==> src/rtl/chord_note_player_pkg.sv <==
// -----------------------------------------------------------------------------
// chord_note_player_pkg
// Shared constants and state encoding for the chord note player and its
// per-voice latch.
//   CNP_NOTE_WIDTH     default width of a note index (0 is a rest)
//   CNP_DURATION_WIDTH default width of a note duration in beats
//   CNP_META_WIDTH     default width of per-note harmonic metadata
//   CNP_NUM_VOICES     number of chord voices
//   CNP_REST           note value that means "rest"
//   cnp_state_e        player state: CNP_IDLE, CNP_HOLD, CNP_DONE
// -----------------------------------------------------------------------------
package chord_note_player_pkg;

  localparam int CNP_NOTE_WIDTH     = 6;
  localparam int CNP_DURATION_WIDTH = 6;
  localparam int CNP_META_WIDTH     = 3;
  localparam int CNP_NUM_VOICES     = 4;
  localparam int CNP_REST           = 0;

  typedef enum logic [1:0] {
    CNP_IDLE = 2'd0,
    CNP_HOLD = 2'd1,
    CNP_DONE = 2'd2
  } cnp_state_e;

endpackage

==> src/rtl/chord_voice_latch.sv <==
// -----------------------------------------------------------------------------
// chord_voice_latch
// Holds one chord voice (note + harmonic metadata) and reports whether that
// voice is in use for the currently latched chord.
//   clk, reset_n  clock, asynchronous active-low reset
//   latch_i       capture note_i/meta_i this cycle
//   note_i        incoming note index
//   meta_i        incoming harmonic metadata
//   num_notes_i   latched voice count minus one
//   note_o        held note index
//   meta_o        held metadata
//   en_o          voice is within the chord and is not a rest
// -----------------------------------------------------------------------------
module chord_voice_latch
  import chord_note_player_pkg::*;
#(
  parameter int         NOTE_WIDTH = CNP_NOTE_WIDTH,
  parameter int         META_WIDTH = CNP_META_WIDTH,
  parameter logic [1:0] VOICE_IDX  = 2'd0
) (
  input  logic                  clk,
  input  logic                  reset_n,
  input  logic                  latch_i,
  input  logic [NOTE_WIDTH-1:0] note_i,
  input  logic [META_WIDTH-1:0] meta_i,
  input  logic [1:0]            num_notes_i,
  output logic [NOTE_WIDTH-1:0] note_o,
  output logic [META_WIDTH-1:0] meta_o,
  output logic                  en_o
);

  logic [NOTE_WIDTH-1:0] note_q;
  logic [META_WIDTH-1:0] meta_q;

  // NOTE: these data registers are reset (unlike a plain datapath store) so
  // the note generators see a rest with zero metadata straight out of reset.
  always_ff @(posedge clk or negedge reset_n) begin
    if (!reset_n) begin
      note_q <= '0;
      meta_q <= '0;
    end else if (latch_i) begin
      note_q <= note_i;
      meta_q <= meta_i;
    end
  end

  assign note_o = note_q;
  assign meta_o = meta_q;
  assign en_o   = (num_notes_i >= VOICE_IDX) && (note_q != NOTE_WIDTH'(CNP_REST));

endmodule

==> src/rtl/chord_note_player.sv <==
// -----------------------------------------------------------------------------
// chord_note_player
// Consumer end of the song reader's note handshake. On new_note it latches up
// to four chord notes with metadata, the voice count and the duration, drives
// the four note generators, counts beats while playing and pulses note_done
// one cycle after the final beat.
//
// Optional build macro: CHORD_RELEASE_GAP_EN -- when defined, for durations of
// two or more beats all voices are muted during the final beat so repeated
// notes are articulated. note_done timing is not affected.
//
// Ports:
//   clk, reset_n              clock, asynchronous active-low reset
//   play                      global play/pause; low freezes playback
//   beat                      one-cycle beat tick
//   new_note                  one-cycle pulse; chord inputs valid this cycle
//   note1..note4              chord notes (0 = rest)
//   metadata1..metadata4      harmonic metadata per note
//   num_notes                 voices used minus one
//   duration                  note length in beats
//   voice_note1..voice_note4  latched notes to the generators
//   voice_meta1..voice_meta4  latched metadata
//   voice_en                  per-voice enable (bit0 = voice1)
//   load                      one-cycle pulse: generators restart phase
//   busy                      a note is being held
//   note_done                 one-cycle pulse at note end
// -----------------------------------------------------------------------------
module chord_note_player
  import chord_note_player_pkg::*;
#(
  parameter int NOTE_WIDTH     = CNP_NOTE_WIDTH,
  parameter int DURATION_WIDTH = CNP_DURATION_WIDTH,
  parameter int META_WIDTH     = CNP_META_WIDTH
) (
  input  logic                      clk,
  input  logic                      reset_n,
  input  logic                      play,
  input  logic                      beat,
  input  logic                      new_note,
  input  logic [NOTE_WIDTH-1:0]     note1,
  input  logic [NOTE_WIDTH-1:0]     note2,
  input  logic [NOTE_WIDTH-1:0]     note3,
  input  logic [NOTE_WIDTH-1:0]     note4,
  input  logic [META_WIDTH-1:0]     metadata1,
  input  logic [META_WIDTH-1:0]     metadata2,
  input  logic [META_WIDTH-1:0]     metadata3,
  input  logic [META_WIDTH-1:0]     metadata4,
  input  logic [1:0]                num_notes,
  input  logic [DURATION_WIDTH-1:0] duration,
  output logic [NOTE_WIDTH-1:0]     voice_note1,
  output logic [NOTE_WIDTH-1:0]     voice_note2,
  output logic [NOTE_WIDTH-1:0]     voice_note3,
  output logic [NOTE_WIDTH-1:0]     voice_note4,
  output logic [META_WIDTH-1:0]     voice_meta1,
  output logic [META_WIDTH-1:0]     voice_meta2,
  output logic [META_WIDTH-1:0]     voice_meta3,
  output logic [META_WIDTH-1:0]     voice_meta4,
  output logic [3:0]                voice_en,
  output logic                      load,
  output logic                      busy,
  output logic                      note_done
);

  cnp_state_e                state_q, state_d;
  logic [DURATION_WIDTH-1:0] beat_cnt_q, beat_cnt_d;
  logic [DURATION_WIDTH-1:0] duration_q;
  logic [1:0]                num_notes_q;
  logic                      load_q, load_d;
  logic                      latch;
  logic                      last_beat;
  logic                      mute;

  logic [NOTE_WIDTH-1:0] note_in   [CNP_NUM_VOICES];
  logic [META_WIDTH-1:0] meta_in   [CNP_NUM_VOICES];
  logic [NOTE_WIDTH-1:0] note_out  [CNP_NUM_VOICES];
  logic [META_WIDTH-1:0] meta_out  [CNP_NUM_VOICES];
  logic [3:0]            voice_use;

  assign note_in[0] = note1;
  assign note_in[1] = note2;
  assign note_in[2] = note3;
  assign note_in[3] = note4;
  assign meta_in[0] = metadata1;
  assign meta_in[1] = metadata2;
  assign meta_in[2] = metadata3;
  assign meta_in[3] = metadata4;

  // The counter only ever reaches duration-1, so it cannot wrap. A zero
  // duration is caught separately before this compare matters.
  assign last_beat = (beat_cnt_q == duration_q - DURATION_WIDTH'(1));

  // ---------------------------------------------------------------------------
  // Next-state logic. new_note wins in every state: it relatches and restarts
  // the count, so a beat arriving in the same cycle is never counted and an
  // aborted note never reaches DONE.
  // ---------------------------------------------------------------------------
  // NOTE: every signal driven here gets a default first so no path leaves it
  // unassigned, which would otherwise infer a latch.
  always_comb begin
    state_d    = state_q;
    beat_cnt_d = beat_cnt_q;
    load_d     = 1'b0;
    latch      = 1'b0;
    if (new_note) begin
      latch      = 1'b1;
      load_d     = 1'b1;
      beat_cnt_d = '0;
      state_d    = CNP_HOLD;
    end else begin
      unique case (state_q)
        CNP_IDLE: ;
        CNP_HOLD: begin
          if (duration_q == '0) begin
            state_d = CNP_DONE;
          end else if (beat && play) begin
            if (last_beat) state_d = CNP_DONE;
            else           beat_cnt_d = beat_cnt_q + DURATION_WIDTH'(1);
          end
        end
        CNP_DONE: state_d = CNP_IDLE;
        default:  state_d = CNP_IDLE;
      endcase
    end
  end

  // NOTE: sequential state uses non-blocking assignments so every flop samples
  // the pre-edge values regardless of statement order.
  always_ff @(posedge clk or negedge reset_n) begin
    if (!reset_n) begin
      state_q     <= CNP_IDLE;
      beat_cnt_q  <= '0;
      duration_q  <= '0;
      num_notes_q <= '0;
      load_q      <= 1'b0;
    end else begin
      state_q    <= state_d;
      beat_cnt_q <= beat_cnt_d;
      load_q     <= load_d;
      if (latch) begin
        duration_q  <= duration;
        num_notes_q <= num_notes;
      end
    end
  end

  for (genvar g = 0; g < CNP_NUM_VOICES; g++) begin : g_voice
    chord_voice_latch #(
      .NOTE_WIDTH (NOTE_WIDTH),
      .META_WIDTH (META_WIDTH),
      .VOICE_IDX  (2'(g))
    ) u_latch (
      .clk         (clk),
      .reset_n     (reset_n),
      .latch_i     (latch),
      .note_i      (note_in[g]),
      .meta_i      (meta_in[g]),
      .num_notes_i (num_notes_q),
      .note_o      (note_out[g]),
      .meta_o      (meta_out[g]),
      .en_o        (voice_use[g])
    );
  end

`ifdef CHORD_RELEASE_GAP_EN
  // Silence the final beat of notes two beats or longer.
  assign mute = (duration_q >= DURATION_WIDTH'(2)) && last_beat;
`else
  assign mute = 1'b0;
`endif

  // Voices sound only while holding, playing and with a non-zero duration.
  assign voice_en  = (state_q == CNP_HOLD && play && duration_q != '0 && !mute)
                     ? voice_use : 4'b0000;
  assign load      = load_q;
  assign busy      = (state_q == CNP_HOLD);
  assign note_done = (state_q == CNP_DONE);

  assign voice_note1 = note_out[0];
  assign voice_note2 = note_out[1];
  assign voice_note3 = note_out[2];
  assign voice_note4 = note_out[3];
  assign voice_meta1 = meta_out[0];
  assign voice_meta2 = meta_out[1];
  assign voice_meta3 = meta_out[2];
  assign voice_meta4 = meta_out[3];

endmodule

==> config.mk <==
export PLATFORM = sky130hd
export DESIGN_NAME = chord_note_player
export DESIGN_NICKNAME = d
export VERILOG_FILES = /design/src/rtl/chord_note_player_pkg.sv /design/src/rtl/chord_voice_latch.sv /design/src/rtl/chord_note_player.sv
export SDC_FILE = /design/constraint.sdc
export NUM_CORES = 1
export LEC_CHECK = 0
export CAP_MARGIN = 10
export CORE_ASPECT_RATIO = 1.25
export CORE_MARGIN = 2
export CORE_UTILIZATION = 44
export CTS_CLUSTER_SIZE = 10
export DETAILED_ROUTE_END_ITERATION = 16
export PLACE_DENSITY = 0.8
export SYNTH_ARGS = -nofsm -noshare
export SYNTH_HDL_FRONTEND = slang
export SYNTH_HIERARCHICAL = 1
export SYNTH_SLANG_ARGS = --single-unit
==> constraint.sdc <==
create_clock -name clk -period 2.45 [get_ports clk]
set_input_delay 0.735 -clock clk [delete_from_list [all_inputs] [get_ports clk]]
set_output_delay 0.735 -clock clk [all_outputs]
set_load 0.01 [all_outputs]
# Word level (Yosys, flattened, before mapping)
# Cells that the tools add are included.
# totals
regBits	53
latch_bits	0
ramBits	0
mem_bits_ro	0
in_bits	49
out_inout_bits	43
wordCells	57
memories	0
# op_classes
add_sub_neg	2
mul	0
div_mod_pow	0
order_cmp	4
eq_ne	8
shifts	0
n_mux	12
bitwise	0
reduce_logical	18
# ops
operator	count
$mux 6	5
$reduce_bool 6->1	5
$mux 2	4
$ne 4x2->1 const B	2
$logic_and 1x1->1	7
$add 6x1->6 const B	1
$eq 6x6->1	1
$logic_not 6->1	1
$ne 2x2->1 const B	3
$sub 6x1->6 const B	1
$ge 2x1->1 const B	2
$ge 2x2->1 const B	2
$mux 4	1
$pmux 2 s2	1
$reduce_and 4->1	1
$reduce_bool 2->1	2
$reduce_and 3->1	1
$eq 2x1->1 const B	1
$eq 2x2->1 const B	1
$logic_not 2->1	1
$mux 1	1

# Logic depth before layout (Yosys ltp)
# logic_depth
word_depth	7
mapped_depth	7
mapped_depth_nobuf	7

# By module
# The synthesis kept the hierarchy.
# by_module_without_submodules
mod	n_inst	cells_each	area_each_um2	seq_area_each_um2
chord_note_player	1	96	1008.5	425.4
chord_voice_latch (g_voice[1].u_latch ...)	2	21	349.1	225.2
chord_voice_latch (g_voice[0].u_latch)	1	22	385.4	225.2
chord_voice_latch (g_voice[2].u_latch)	1	21	347.8	225.2

# Worst setup path before layout
# OpenSTA, ideal clock, no wires.
# synth_path
kind	reg2out
from	reg duration_q[0]
to	out voice_en[0]
arrival_time_ns	1.544
t_required_ns	1.715
path_slack_ns	0.171
path_stages_with_launch	6
path_buffers	0
path_cell_list	dfrtp_1 inv_1 ha_1 or3b_1 o31a_1 and3_1
# synth_via
elab_chain_cells	3
# synth_lines
item	line_no	rtl
start: declaration	chord_note_player.sv:66	logic [DURATION_WIDTH-1:0] duration_q;
start signal: assignment	chord_note_player.sv:140	duration_q <= duration;
$reduce_bool 6->1	chord_note_player.sv:172	assign voice_en = (state_q == CNP_HOLD && play && duration_q != '0 && !mute)
$logic_and 1x1->1	chord_note_player.sv:172	
$mux 4	chord_note_player.sv:173	? voice_use : 4'b0000;
end: declaration	chord_note_player.sv:58	output logic [3:0] voice_en,
# Every way passes these cells.

# Final worst setup path
# layout_path
from	reg duration_q[0]
to	out voice_en[1]
# Same word-level chain as after synthesis.

==> key figures <==
STA
  • Worst setup margin: -0.2982 ns
  • Minimum clock period: between 2 and 3 ns
  • F_max: 363.9 MHz
  • Slew at the pin closest to its max-slew limit: ~0.55 ns
  • Final Hold Violating Endpoints: 0
  • Clock skew: about 0.0024 ns
  • Period utilisation layout: 1.122
  • Fin. max-slew vios: 0
  • Max_slew headroom: 0.6341
  • RSZ-0062 raised after global routing: true
  • TNS Setup: -1.102 ns
  • Setup-failing EPs final: 4

Critical path
  • Critical Path Source Type: register
  • Worst Path Buf+Inv: 3
  • Reg2reg setup slack: ~0.17 ns
  • WP data arrival: ~2.0 ns
  • Slowest cell delay on critical path: 0.39 ns
  • Worst R2R Path Depth: 8
  • WS Path Type: reg -> out
  • Worst path cell trace: inv_2 -> ha_4 -> or3b_4 -> o31a_1 -> buf_4 -> and3_4 -> buf_6
  • Crit-path max FO: 4
  • Worst setup startpoint: duration_q[0]
  • Crit path max-delay family: simple AND/OR/NAND/NOR gates
  • Reg-to-reg endpoint: beat_cnt_q[4]
  • R2R Path Start: duration_q[0]
  • WP data required: around 1.7 ns
  • CP endpoint kind: output pin
  • Worst path slowest cell: dfrtp_1

Power
  • Clk pwr share: 0.239
  • Part of the power in registers: 0.489
  • Internal: between 1.5 and 2 mW
  • Power consumption: 2.051 mW
  • Leakage: 1.621 nW
  • Max IR drop VDD: about 0.48 mV
  • P per Cell Area: 544.7 nW/um2
  • Sw frac: 0.2630
  • Switch Pwr: approximately 0.54 mW
  • Comb pwr share: 0.272

CTS
  • Clock transition at path regs: around 0.090 ns
  • Clock sink count: 53
  • Longest Clk Path Bufs: 2
  • CTS tree: built
  • H-tree Lvls: 2
  • Clock root cell: clkbuf_8
  • Worst-skew pair later-pin latency: roughly 0.30 ns
  • CTS Buf Count: 5
  • CTS Hold Bufs: 0

Logic synthesis
  • Mapped Nets: around 230
  • Syn_area_per_cell: around 13 um2
  • Yosys cell types: 40
  • FFs w/ async S/R, synth: 1.000
  • Flops & latches, synth: 53
  • Post-synth EDFFs: 0
  • Cell Area, Synth: roughly 2400 um2
  • Dominant synthesized flop cell: dfrtp_1
  • Synth Instances: around 180
  • Synthesis warning total: 6
  • Seq/Total Area, Yosys: 0.5436

Finish
  • Nets: roughly 360
  • Register Area: 1326 um2
  • Final Util: 0.6965
  • Area growth syn-to-layout: 54.31%
  • Area of the multi-input gates: between 1000 and 1500 um2
  • Layout cells sized above 1: 0.3246
  • Antenna cells: 0
  • Final Instance Count excl. Fillers: approximately 370
  • Fillers: approximately 430

Outcome
  • Failing checks: setup timing
  • Outcome: complete, but fails checks

Routing
  • Number of routed nets with antenna violations: 0
  • Wire per inst: approximately 15 um
  • DR pass1 iterations: 4
  • Residual DRC: 0
  • Via count: 1892
  • WL final: ~5.7 mm
  • Vias per std cell: a little over 5
  • DR iter-0 viols: just over 60

Global route
  • Global-route wire length before repair: ~9.5 mm
  • Remaining Overflow, GRT: 0
  • Initial antenna violation count: 0
  • Vias in the first global route: between 1500 and 2000
  • Largest net degree at the start of global routing: 26
  • Total GRT Usage: 0.1950

Floorplan
  • # rows: 30
  • Io pins: between 90 and 100
  • Die Area: between 6000 and 7000 um2
  • Starting Density: 0.4514
  • Core region area: roughly 5400 um2
  • Die Wd: around 70 um
  • DIE HEIGHT: a little under 90 um

Min path
  • Min-delay worst type: in -> async

Placed design
  • IO buf count: 91
  • Post-DP HPWL: approximately 4.2 mm
  • Dpl cells: 355
  • RD Place Congestion: around 0.76

Job
  • Max-cap violations: 0
==> registers in the layout, summed over array words and instances, names as in the netlist <==
register                cells
load                        1
g_voice.u_latch/note_o     24
num_notes_q                 2
beat_cnt_q                  6
g_voice.u_latch/meta_o     12
state_q                     2
duration_q                  6
==> synthesized netlist by cell type, drive strengths merged, types with 2 or more instances <==
cell | instances | area [um2]
dfrtp | 53 | 1326
nor2b | 7 | 43.79
a21oi | 3 | 15.01
clkbuf | 2 | 7.510
nor2 | 7 | 26.28
a211oi | 2 | 20.02
o21ai | 2 | 10.01
or4 | 3 | 22.52
nand2b | 3 | 18.77
o31a | 2 | 17.52
mux2 | 47 | 563.0
and3 | 5 | 31.28
nand2 | 7 | 28.78
xnor2 | 4 | 35.03
ha | 2 | 25.02
inv | 2 | 7.510
nand3 | 5 | 25.02
nor3 | 2 | 15.01
xor2 | 3 | 26.28
buf | 5 | 37.53
a2111oi | 2 | 20.02
==> through the flow <==
step / hold WS [ns] / setup WS (ns) / cell area, um2
5_1_grt: 0.3296 / -0.3699 / 3765
4_1_cts: 0.3176 / -0.3680 / 3720
2_1_floorplan: 0.4394 / 0.1714 / 2440
3_3_place_gp: 0.4893 / -0.3652 / 3596
3_5_place_dp: 0.4950 / -0.3615 / 3596
6_report: 0.3178 / -0.2982 / 3765
==> cells by family after synthesis <==
| group | share of synthesized area |
|---|---|
| adder cells (fa/ha/maj) | 0.01025 |
| XOR/XNOR | 0.02513 |
| buffers and inverters | 0.02154 |
| multiplexers | 0.2349 |
| AND/OR/NAND/NOR | 0.1103 |
| AO/OA/AOI/OAI | 0.05436 |
| flip-flops | 0.5436 |
==> worst max-delay path by stage <==
stage | endpoint | slack [ns] | cells after the start
2_1_floorplan | voice_en[0] | 0.17 | 5
3_3_place_gp | voice_en[2] | -0.37 | 3
3_5_place_dp | voice_en[2] | -0.36 | 3
4_1_cts | voice_en[2] | -0.37 | 7
5_1_grt | voice_en[0] | -0.37 | 7
6_report | voice_en[1] | -0.30 | 7
==> layout make-up <==
class                           count  area share
Sequential cell                    53      0.3523
Timing Repair Buffer              123      0.3104
Multi-Input combinational cell    119      0.2911
Tap cell                           64     0.02127
Clock buffer                        6     0.01928
Clock inverter                      2    0.003656
Inverter                            2    0.001994
==> layer usage <==
metal	up-vias	track usage	wire length, um
met5	-	0	0
met4	0	0.08405	140
met3	13	0.04977	338
met2	65	0.3405	2969
met1	921	0.2274	2230
li1	893	-	-
==> cells in the final DEF (no fill, tap or decap), drive strengths merged <==
cell	synthesis	layout
clkdlybuf4s50	0	85
dfrtp	53	53
mux2	47	47
buf	5	38
nor2b	7	7
nor2	7	7
nand2	7	7
clkbuf	2	6
nand3	5	5
and3	5	5
xnor2	4	4
a21oi	3	3
xor2	3	3
nand2b	3	3
or4	3	3
inv	2	3
o31a	2	2
o21ai	2	2
nor3	2	2
a2111oi	2	2
a211oi	2	2
ha	2	2
or3b	1	1
nor4b	1	1
o21bai	1	1
o2bb2ai	1	1
o22ai	1	1
and2	1	1
a21o	1	1
or3	1	1
nand4	1	1
mux2i	1	1
clkinv	0	1
nor4	1	1
o32a	1	1
o311a	1	1
==> power by group through the flow <==
stage | registers (mW) | clock network, mW | logic, mW
detailed placement | 1.02 | 0 | 0.532
global placement | 1.02 | 0 | 0.524
CTS | 1.00 | 0.512 | 0.549
floorplan | 1.05 | 0 | 0.177
finish | 1.00 | 0.490 | 0.557
global route | 1.02 | 0.547 | 0.597
==> repair_timing <==
action,CTS,global route
resized for setup,23,6
pin swaps,6,3
setup endpoints to repair,4,4
buffers inserted,4,2
Note: power is estimated with default switching activity, not from simulation.
==> RTL edit, RTL diff (same settings) <==
The package constant `CNP_META_WIDTH` goes from 3 to 6.
--- a/src/rtl/chord_note_player_pkg.sv
+++ b/src/rtl/chord_note_player_pkg.sv
@@ -13,7 +13,7 @@
 
   localparam int CNP_NOTE_WIDTH     = 6;
   localparam int CNP_DURATION_WIDTH = 6;
-  localparam int CNP_META_WIDTH     = 3;
+  localparam int CNP_META_WIDTH     = 6;
   localparam int CNP_NUM_VOICES     = 4;
   localparam int CNP_REST           = 0;
 
Ports: changed (8 resized); port bits go from 92 to 116. The function was not compared with the original's and may differ.
==> RTL edit against the unedited design <==
The flow still finishes with violations (setup timing). Worst setup slack worse by 0.017 ns. Sequential share of layout area is 0.44 points higher. Sequential cell count is 12 higher. Area after synthesis is 18% higher. Clock power is 83% higher. Count of clock-buffer cells in the layout is 8 higher. Global-route usage is 0.57 points higher. Power is 36% higher. Design area is 21% higher. Wire length is 23% higher. Sequential power is 23% higher. Critical endpoint is now voice_en[3].
==> RTL edit: results (changes against the unedited design) <==
synth_top_cells_by_area: "dfrtp_1, mux2_2, mux2_4"
finClkSkew_ns: 0.00481  # +0.00245 ns
reg2reg_depth: 9  # +1
grtUsageTotal: 0.201  # +0.00572
status: "finished with violations"
grt_pass1_wl_um: 11300  # +19%
ys_warn_count: 6  # unchanged
grt_pass1_vias: 2320  # +17%
dr.pass1.iters: 4  # unchanged
place_area_mm2: 0.00429  # +19%
timing.final.ws_setup_ns: -0.315  # -0.0170 ns
cp_data_arrival_time_ns: 2.03  # +0.02 ns
ctsHtreeMaxLevel: 3  # +1
tightestPinTransition_ns: 0.437  # -0.112 ns
io_buffers: 115  # +26%
cts_buffer_depth: 2  # unchanged
crit_fanout: 3  # -1
ir_drop_uv: 469  # -1.7%
ys.flop_type: "dfrtp_1"
cp-endpoint: "voice_en[3]"
finalNetCount: 417  # +17%
synth_nets: 268  # +16%
drive_gt1_frac: 0.324  # -0.000568
setup_viol: 4  # unchanged
cts_buffers: 9  # +4
clk_latency_ns: 0.34  # +0.04 ns
power_leakage_nw: 1.95  # +20%
ys_types: 40  # unchanged
wirelength_um: 6990  # +23%
violations: "setup timing"
cts.clk_slew.worst_paths_ns: 0.07  # -0.02 ns
fill_cells: 473  # +11%
synth_common_cells: "dfrtp_1, mux2_2, mux2_4"
num_antenna_cells: 0  # unchanged
drtIter0Drc: 126  # +100%
post-dp-hpwl_um: 4940  # +17%
via_per_inst: 5.03  # -1.8%
rrSetupSlack_ns: 0.15  # -0.02 ns
grt_start_max_net_pins: 74  # +180%
ys_seq_area_frac: 0.565  # +0.0214
cts_root_buffer: "clkbuf_8"
r2r-end: "beat_cnt_q[3]"
gp_congestion: 0.885  # +16%
-- RTL edit: kinds of logic (layout without fill, tap and decap cells) --
logic type               Yosys count  after routing  share of synthesized area
AND/OR/NAND/NOR                   45             45                     0.0934
multiplexers                      60             60                      0.247
adder cells (fa/ha/maj)            2              2                    0.00869
XOR/XNOR                           7              7                     0.0213
flip-flops                        65             65                      0.565
buffers and inverters              9            162                     0.0183
AO/OA/AOI/OAI                     17             17                     0.0461
-- RTL edit: timing repair --
| item | in CTS | in global routing |
|---|---|---|
| hold endpoints to repair | 0 | 0 |
| setup buffers | 3 | 3 |
| pin swaps | 5 | 3 |
| setup endpoints to repair | 4 | 4 |
| gates resized for setup | 25 | 2 |
-- RTL edit: worst min-delay path by stage --
stage                                  from                           end
2_1_floorplan                       reset_n                 beat_cnt_q[0]
3_3_place_gp   g_voice[3].u_latch/meta_o[3]  g_voice[3].u_latch/meta_o[3]
3_5_place_dp   g_voice[0].u_latch/meta_o[2]  g_voice[0].u_latch/meta_o[2]
4_1_cts                             reset_n                 duration_q[2]
5_1_grt                             reset_n                 duration_q[2]
6_report                            reset_n                 duration_q[2]
-- RTL edit: where the power goes --
part | switching (mW) | total, mW | internal (mW)
registers | 0.0628 | 1.23 | 1.17
clock network | 0.396 | 0.896 | 0.501
logic | 0.237 | 0.657 | 0.420
total | 0.696 | 2.79 | 2.09
-- RTL edit: final cells by class --
class / instances / area [um2] / share of cell area
Sequential cell: 65 / 1630 / 0.357
Inverter: 2 / 7.51 / 0.00165
Clock inverter: 1 / 7.51 / 0.00165
Multi-Input combinational cell: 131 / 1230 / 0.270
Tap cell: 85 / 106 / 0.0233
Clock buffer: 14 / 193 / 0.0422
Timing Repair Buffer: 145 / 1390 / 0.305
-- RTL edit: per-layer routing --
metal | GRT usage | wire length [um]
met5 | 0 | 0
met2 | 0.344 | 3500
met4 | 0.0864 | 119
met1 | 0.237 | 2810
met3 | 0.0593 | 565
-- RTL edit: stage by stage --
step / hold slack (ns) / setup WS [ns] / setup TNS [ns] / std cells
floorplan: 0.439 / 0.171 / 0 / 205
global placement: 0.488 / -0.368 / -1.36 / 422
detailed placement: 0.492 / -0.365 / -1.37 / 422
CTS: 0.327 / -0.404 / -1.48 / 440
global route: 0.342 / -0.395 / -1.42 / 443
finish: 0.322 / -0.315 / -1.11 / 443
